**src/rtl/vend_dispenser.sv**
```systemverilog
// Vending dispenser: releases a latched item code, then pays change as 10-unit coins
// over ready/valid handshakes. Define VEND_DISPENSER_QUEUE_EN for a 2-entry event FIFO.
module vend_dispenser #(
   parameter int unsigned GAP_CYCLES = 0
) (
   input  logic       clk,
   input  logic       rst_n,
   input  logic [1:0] item,
   input  logic [1:0] change,
   output logic       item_valid,
   output logic [1:0] item_code,
   input  logic       item_ready,
   output logic       coin_valid,
   input  logic       coin_ready,
   output logic       busy,
   output logic       drop_err,
   output logic [7:0] coin_total
);

   typedef enum logic [1:0] {IDLE, ITEM, COIN, GAP} state_t;

   localparam logic [3:0] GAP_LOAD = (GAP_CYCLES > 0) ? 4'(GAP_CYCLES - 1) : 4'd0;

   state_t     state_q, state_d;
   logic [1:0] code_q;
   logic [2:0] cnt_q;
   logic [3:0] gap_q;
   logic [7:0] total_q;
   logic       drop_q;

   logic       ev;
   logic [1:0] ev_code;
   logic [2:0] ev_cnt;
   logic       st_go;
   logic [1:0] st_code;
   logic [2:0] st_cnt;
   logic       drop;
   logic       coin_xfer;

   always_comb begin
      ev_code = '0;
      if (item == 2'b01 || item == 2'b10) ev_code = item;
      case (change)
         2'b00:   ev_cnt = 3'd0;
         2'b01:   ev_cnt = 3'd1;
         2'b10:   ev_cnt = 3'd3;
         default: ev_cnt = 3'd4;
      endcase
      ev = (ev_code != 2'b00) || (change != 2'b00);
   end

`ifdef VEND_DISPENSER_QUEUE_EN
   logic [4:0] fq0, fq1;
   logic [1:0] fcnt;
   logic       pop, push_req, push_ok;
   logic [4:0] ev_ent;

   // The FIFO head is served only from IDLE; a simultaneous input event goes behind it.
   always_comb begin
      ev_ent   = {ev_code, ev_cnt};
      pop      = (state_q == IDLE) && (fcnt != 2'd0);
      push_req = ev && ((state_q != IDLE) || (fcnt != 2'd0));
      push_ok  = push_req && ((fcnt != 2'd2) || pop);
      drop     = push_req && !push_ok;
      st_go    = pop || ((state_q == IDLE) && ev);
      st_code  = pop ? fq0[4:3] : ev_code;
      st_cnt   = pop ? fq0[2:0] : ev_cnt;
   end

   always_ff @(posedge clk or negedge rst_n) begin
      if (!rst_n) begin
         fq0  <= '0;
         fq1  <= '0;
         fcnt <= '0;
      end else begin
         case ({push_ok, pop})
            2'b10: begin
               if (fcnt == 2'd0) fq0 <= ev_ent;
               else              fq1 <= ev_ent;
               fcnt <= fcnt + 2'd1;
            end
            2'b01: begin
               fq0  <= fq1;
               fcnt <= fcnt - 2'd1;
            end
            2'b11: begin
               if (fcnt == 2'd1) begin
                  fq0 <= ev_ent;
               end else begin
                  fq0 <= fq1;
                  fq1 <= ev_ent;
               end
            end
            default: ;
         endcase
      end
   end
`else
   always_comb begin
      drop    = ev && (state_q != IDLE);
      st_go   = (state_q == IDLE) && ev;
      st_code = ev_code;
      st_cnt  = ev_cnt;
   end
`endif

   assign coin_xfer = (state_q == COIN) && coin_ready;

   always_ff @(posedge clk or negedge rst_n) begin
      if (!rst_n) state_q <= IDLE;
      else        state_q <= state_d;
   end

   always_comb begin
      state_d = state_q;
      case (state_q)
         IDLE: begin
            if (st_go) begin
               if (st_code != 2'b00)    state_d = ITEM;
               else if (st_cnt != 3'd0) state_d = COIN;
            end
         end
         ITEM: begin
            if (item_ready) state_d = (cnt_q != 3'd0) ? COIN : IDLE;
         end
         COIN: begin
            if (coin_ready) begin
               if (cnt_q > 3'd1) state_d = (GAP_CYCLES > 0) ? GAP : COIN;
               else              state_d = IDLE;
            end
         end
         GAP: begin
            if (gap_q == 4'd0) state_d = COIN;
         end
         default: state_d = IDLE;
      endcase
   end

   always_ff @(posedge clk or negedge rst_n) begin
      if (!rst_n) begin
         code_q  <= '0;
         cnt_q   <= '0;
         gap_q   <= '0;
         total_q <= '0;
         drop_q  <= 1'b0;
      end else begin
         if (st_go) begin
            code_q <= st_code;
            cnt_q  <= st_cnt;
         end else if (coin_xfer) begin
            cnt_q <= cnt_q - 3'd1;
         end
         if (coin_xfer) begin
            total_q <= total_q + 8'd1;
            gap_q   <= GAP_LOAD;
         end else if (state_q == GAP && gap_q != 4'd0) begin
            gap_q <= gap_q - 4'd1;
         end
         if (drop) drop_q <= 1'b1;
      end
   end

   always_comb begin
      item_valid = 1'b0;
      coin_valid = 1'b0;
      busy       = 1'b0;
      case (state_q)
         ITEM:    begin item_valid = 1'b1; busy = 1'b1; end
         COIN:    begin coin_valid = 1'b1; busy = 1'b1; end
         GAP:     busy = 1'b1;
         default: ;
      endcase
      item_code  = code_q;
      drop_err   = drop_q;
      coin_total = total_q;
   end

endmodule

```
**config.mk**
```make
export PLATFORM = sky130hd
export DESIGN_NAME = vend_dispenser
export DESIGN_NICKNAME = d
export VERILOG_FILES = /design/src/rtl/vend_dispenser.sv
export SDC_FILE = /design/constraint.sdc
export NUM_CORES = 1
export LEC_CHECK = 0
export ABC_AREA = 1
export BUFFER_PORTS_ARGS = -buffer_cell sky130_fd_sc_hd__buf_2
export CAP_MARGIN = 20
export CORE_MARGIN = 8
export CORE_UTILIZATION = 58
export DETAILED_ROUTE_END_ITERATION = 12
export PLACE_DENSITY = 0.82
export SYNTH_ARGS = -nofsm -noshare
export SYNTH_HDL_FRONTEND = slang
export SYNTH_SLANG_ARGS = --single-unit
```
**constraint.sdc**
```tcl
create_clock -name clk -period 2.8 [get_ports clk]
set_input_delay 0.56 -clock clk [delete_from_list [all_inputs] [get_ports clk]]
set_output_delay 0.56 -clock clk [all_outputs]
set_load 0.03 [all_outputs]
```
==> metrics.txt, run 1 <==
Initial Utilization 62.2%; ys flop type dfrtp_1; worst IR drop on VDD 807 uV; CTS H-Tree Depth 1; clock latency on the worst-skew pair 0.30 ns; Total Power 1500 uW; layout cells sized above 1 19.7%; setup ws final 0.929 ns; Placement Cell Area 1370 um^2; Slowest-stage cell, CP dfrtp_1; post-layout instance area 1420 um^2; required time worst endpoint 2.24 ns; status finished, final reports clean; critical path arrival 1.31 ns; Final Hold Viols 0; Slew headroom 70.5%; Antenna Violating Nets Remaining 0; Top delay family on crit path flip-flops; vias per inst 4.86; Post-synth top cells nand2_1 (47), inv_1 (27), dfrtp_1 (20); pin count of the biggest net entering global routing 21; Mapped Cells 154; Final Skew 0.00699 ns; Initial DRC Count 15; detailed placement HPWL 1910 um; CTS clk-pin slew, worst paths 0.12 ns; Critical path buffers and inverters 2; max-cap violation count 0; max-slew violations 0; setup total negative slack 0 ns; element type at the critical path end primary output; Async SR Flop Fraction 100%; clk sinks 20; core area 1980 um^2; Avg WL per Cell 11.5 um; die width 62.1 um; net count after synthesis 172; P per Cell Area 1060 nW/um^2; Cell variety after synth 23; placement row count 16; synthesized flop and latch total 20; hold_ws 0.179 ns; gr ovfl total 0; CTS Buffer Depth 2; first-pass GRT wire length 4370 um; die area 3860 um^2; EDFF count, synth 0; synthesized cell area 1230 um^2; pre-CTS setup slack 0.990 ns; CTS tree yes; CP Cell Sequence nor2_4, inv_1, buf_2; RSZ-0062 raised after global routing no; antenna cells 0; Leak Pwr 0.000794 uW; WS Path Type register to primary output; total track usage 13.1%; vias in the first global route 1054; buffer count from post-CTS setup fixing 0; final WL 2350 um; worst slew pin tran 0.443 ns; Syn. warnings 0; min Tclk post-route 1.87 ns; crit path launch type register; drc violations 0; top-area cell type share of the netlist area 40.6%; # setup viols final 0; area delta synth->final 14.9%; period utilisation layout 66.8%; number of CTS-inserted buffers 3; drt pass-1 iters 4; sequential-to-total area share from yosys stat 40.6%; clock root cell clkbuf_4; initial antenna violation count 0; via count 996; I/O Buffers 21; worst hold-check path type input pin to asynchronous set/reset pin; critical path fanouts, max 10; hold buffer count at CTS 0; Area contributors post-synth dfrtp_1 (41%), nand2_1 (14%), ha_1 (10%); crit-path max cell delay 0.62 ns; Fmax 534 MHz; area leader, netlist dfrtp_1; # IOs 22; number of gates resized after CTS 0; Synth Area per Inst 8.01 um^2; GP Congestion 0.823; final-stage net count 197; number of fill cells 159; Die Height 62.1 um; most frequent cell after synthesis nand2_1
## worst register-to-register path, cell delays in order, from the launching register on
cell	delay [ns]
dfrtp_1	0.62
nand3_4	0.25
nor2_4	0.20
nand4_1	0.09
and2_1	0.16
## power by group
group	switching, uW	leakage [uW]	internal, uW
logic	505	0.000519	247
registers	119	0.000247	395
clock network	93.6	0.0000279	145
## worst paths after layout
path	from	endpoint	cells past startpoint	slack, ns
max	state_q[1]	busy	3	0.93
min	rst_n	coin_total[3]	1	0.18
max reg2reg	state_q[1]	coin_total[6]	4	1.39
min reg2reg	drop_err	drop_err	1	0.48
max in group asynchronous	rst_n	state_q[0]	1	2.31
min in group clk	drop_err	drop_err	1	0.48
## cell families after synthesis
group                    synth area share, %
AND/OR/NAND/NOR                         29.7
buffers and inverters                   9.84
flip-flops                              40.6
AO/OA/AOI/OAI                           6.19
adder cells (fa/ha/maj)                 10.1
XOR/XNOR                                3.55
## layout make-up
type / instances / area, um^2 / area share, %
well taps: 27 / 33.8 / 2.38
clock inverters: 1 / 30.0 / 2.12
flip-flops and latches: 20 / 500 / 35.3
repair buffers: 21 / 105 / 7.41
clock buffers: 3 / 22.5 / 1.59
multi-input cells: 104 / 612 / 43.2
inverters: 29 / 114 / 8.03
## metrics by stage
stage	util [%]	cells
after floorplan	-	154
after global placement	68.9	201
after detailed placement	68.9	201
after CTS	71.5	205
after global routing	71.5	205
final	71.5	205
## sequential cells by signal, indices dropped and copies added (netlist names)
register and flops:
cnt_q 3, coin_total 8, drop_err 1, gap_q 4, item_code 2, state_q 2
## routing by layer
metal / vias up / track usage, % / routed length (um)
met5: - / 0 / 0
met4: 0 / 4.96 / 24
met3: 4 / 3.05 / 102
met2: 19 / 23.5 / 1150
met1: 447 / 14.6 / 1070
li1: 526 / - / -
## cell usage in the layout (no fill, tap or decap), types with 5 or more instances in the layout
master   count
buf_2       21
dfrtp_1     20
ha_1        10
inv_1       27
nand2_1     47
nand3_1     12
nand4_1      5
nor2_1       6
Power figures use the tool's default switching activity.
==> run 2, diff against run 1 <==
--- a/config.mk
+++ b/config.mk
@@ -9,9 +9,9 @@
 export BUFFER_PORTS_ARGS = -buffer_cell sky130_fd_sc_hd__buf_2
 export CAP_MARGIN = 20
 export CORE_MARGIN = 8
-export CORE_UTILIZATION = 58
+export CORE_UTILIZATION = 54
 export DETAILED_ROUTE_END_ITERATION = 12
-export PLACE_DENSITY = 0.82
+export PLACE_DENSITY = 0.78
 export SYNTH_ARGS = -nofsm -noshare
 export SYNTH_HDL_FRONTEND = slang
 export SYNTH_SLANG_ARGS = --single-unit
==> constraint.sdc (replaced) <==
create_clock -name clk -period 1.8 [get_ports clk]
set_input_delay 0.36 -clock clk [delete_from_list [all_inputs] [get_ports clk]]
set_output_delay 0.36 -clock clk [all_outputs]
set_load 0.03 [all_outputs]
==> run 2 against run 1 <==
  * Clock-buffer cell count is 1 higher
  * Global-route usage fell by 0.65 points
  * Non-clock buffer count rose by 1
  * Clock power is 13% higher
  * Critical endpoint unchanged
  * Critical path type unchanged
  * Flip-flop and latch count is the same
  * Critical path depth is the same
  * Cell area down 0.35%
  * Power is 49% higher
  * Sequential share of layout area up 0.13 points
  * Largest cell class unchanged
==> metrics.txt, run 2 (same netlist as run 1, synthesis figures left out) <==
antenna cells 0 (unchanged); required time worst endpoint 1.44 ns (-0.80 ns); met3 usage 3.14% (+0.089 points); vias in the first global route 960 (-8.9%); worst slew pin tran 0.456 ns (+0.0134 ns); number of fill cells 192 (+21%); M2 GR Usage 20.1% (-3.5 points); # setup viols final 0 (unchanged); critical path fanouts, max 10 (unchanged); CTS tree yes; layout cells sized above 1 19.6% (-0.11 points); # IOs 22 (unchanged); clk sinks 20 (unchanged); worst IR drop on VDD 991 uV (+23%); Largest register FFs 8 (unchanged); CTS H-Tree Depth 1 (unchanged); met1 GRT Util 15.3% (+0.73 points); most common cell after layout, fill and taps aside nand2_1; I/O Buffers 21 (unchanged); setup total negative slack 0 ns (unchanged); placement row count 17 (+1); Total Power 2240 uW (+49%); final WL 2370 um (+0.64%); die area 4070 um^2 (+5.5%); RSZ-0062 raised after global routing no; Slew headroom 69.6% (-0.89 points); Final Hold Viols 0 (unchanged); initial antenna violation count 0 (unchanged); status finished, final reports clean; total track usage 12.5% (-0.65 points); first-pass GRT wire length 4200 um (-4.1%); setup ws final 0.123 ns (-0.805 ns); GP Congestion 0.820 (-0.28%); final core utilization 64.5% (-7.1 points); number of CTS-inserted buffers 3 (unchanged); element type at the critical path end primary output; Fmax 596 MHz; Top Usage Layer GRT met2; WS Path Type register to primary output; Antenna Violating Nets Remaining 0 (unchanged); crit path launch type register; vias per inst 4.95 (+1.9%); Avg WL per Cell 11.4 um (-0.33%); area delta synth->final 14.5%; via count 1025 (+2.9%); clock root cell clkbuf_4; clock latency on the worst-skew pair 0.31 ns (about the same); gr ovfl total 0 (unchanged); commonest non-fill, non-tap cells in the layout nand2_1 (47), inv_1 (27), buf_2 (21); Initial DRC Count 51 (+36); drc violations 0 (unchanged); max-slew violations 0 (unchanged); core area 2190 um^2 (+11%); detailed placement HPWL 1860 um (-2.6%); Top delay family on crit path flip-flops; Initial Utilization 56.3% (-5.9 points); pin count of the biggest net entering global routing 21 (unchanged); Critical path buffers and inverters 2 (unchanged); P per Cell Area 1590 nW/um^2 (+49%); critical path arrival 1.32 ns (about the same); Slowest-stage cell, CP dfrtp_1; CTS Buffer Depth 2 (unchanged); CP Cell Sequence nor2_4, inv_1, buf_2; Leak Pwr 0.000791 uW (-0.35%); crit-path max cell delay 0.61 ns (about the same); die width 63.8 um (+2.7%); pre-CTS setup slack 0.201 ns (-0.788 ns); CTS clk-pin slew, worst paths 0.12 ns (about the same); max-cap violation count 0 (unchanged); final-stage net count 198 (+0.51%); worst hold-check path type input pin to register; min Tclk post-route 1.68 ns; drt pass-1 iters 4 (unchanged); Die Height 63.8 um (+2.7%); Final Skew 0.00287 ns (-0.00412 ns); period utilisation layout 93.2%; hold_ws 0.388 ns (+0.209 ns)
==> run 2: changes by cell type in the layout (fill, tap and decap cells not counted), sizes merged <==
cell,previous run,this run
bufinv,1,0
clkbuf,3,4
dlygate4sd3,0,1
==> run 2: layout make-up <==
cell class	count	area [um^2]	area share, %
multi-input cells	104	612	43.3
flip-flops and latches	20	500	35.4
repair buffers	22	115	8.15
inverters	29	114	8.06
clock buffers	4	36.3	2.57
well taps	28	35.0	2.48
==> run 2: repair_timing <==
| action | in CTS | in global routing |
|---|---|---|
| hold buffers | 1 | 0 |
| endpoints found under the hold margin | 20 | 0 |
| setup buffers | 0 | 0 |
| gates resized for setup | 0 | 0 |
==> run 2: worst paths after layout <==
check | endpoint | slack, ns | start | depth (start not counted)
hold / removal | item_code[0] | 0.39 | item[0] | 4
hold reg to reg | drop_err | 0.48 | drop_err | 1
setup / recovery | busy | 0.12 | state_q[1] | 3
min in group asynchronous | gap_q[2] | 0.52 | rst_n | 2
setup reg to reg | coin_total[6] | 0.42 | state_q[1] | 4
max in group asynchronous | gap_q[0] | 0.97 | rst_n | 2
==> run 2: where the power goes <==
part	switching, uW	internal [uW]
registers	189	614
clock network	147	124
logic	782	384
total	1120	1120
==> run 2: tightest hold or removal path, cell delays in order <==
cell     delay [ns]
buf_2          0.09
ha_1           0.13
nand2_1        0.05
nand2_1        0.05
==> run 2: through the flow <==
step / cells / instance area [um^2]
after floorplan: 154 / 1230
after global placement: 202 / 1370
after detailed placement: 202 / 1370
after CTS: 207 / 1410
after global routing: 207 / 1410
final: 207 / 1410
==> run 2: routing by layer <==
| metal | wire length (um) | up-vias |
|---|---|---|
| li1 | - | 524 |
| met1 | 1100 | 476 |
| met2 | 1120 | 20 |
| met3 | 94 | 5 |
| met4 | 46 | 0 |
| met5 | 0 | - |
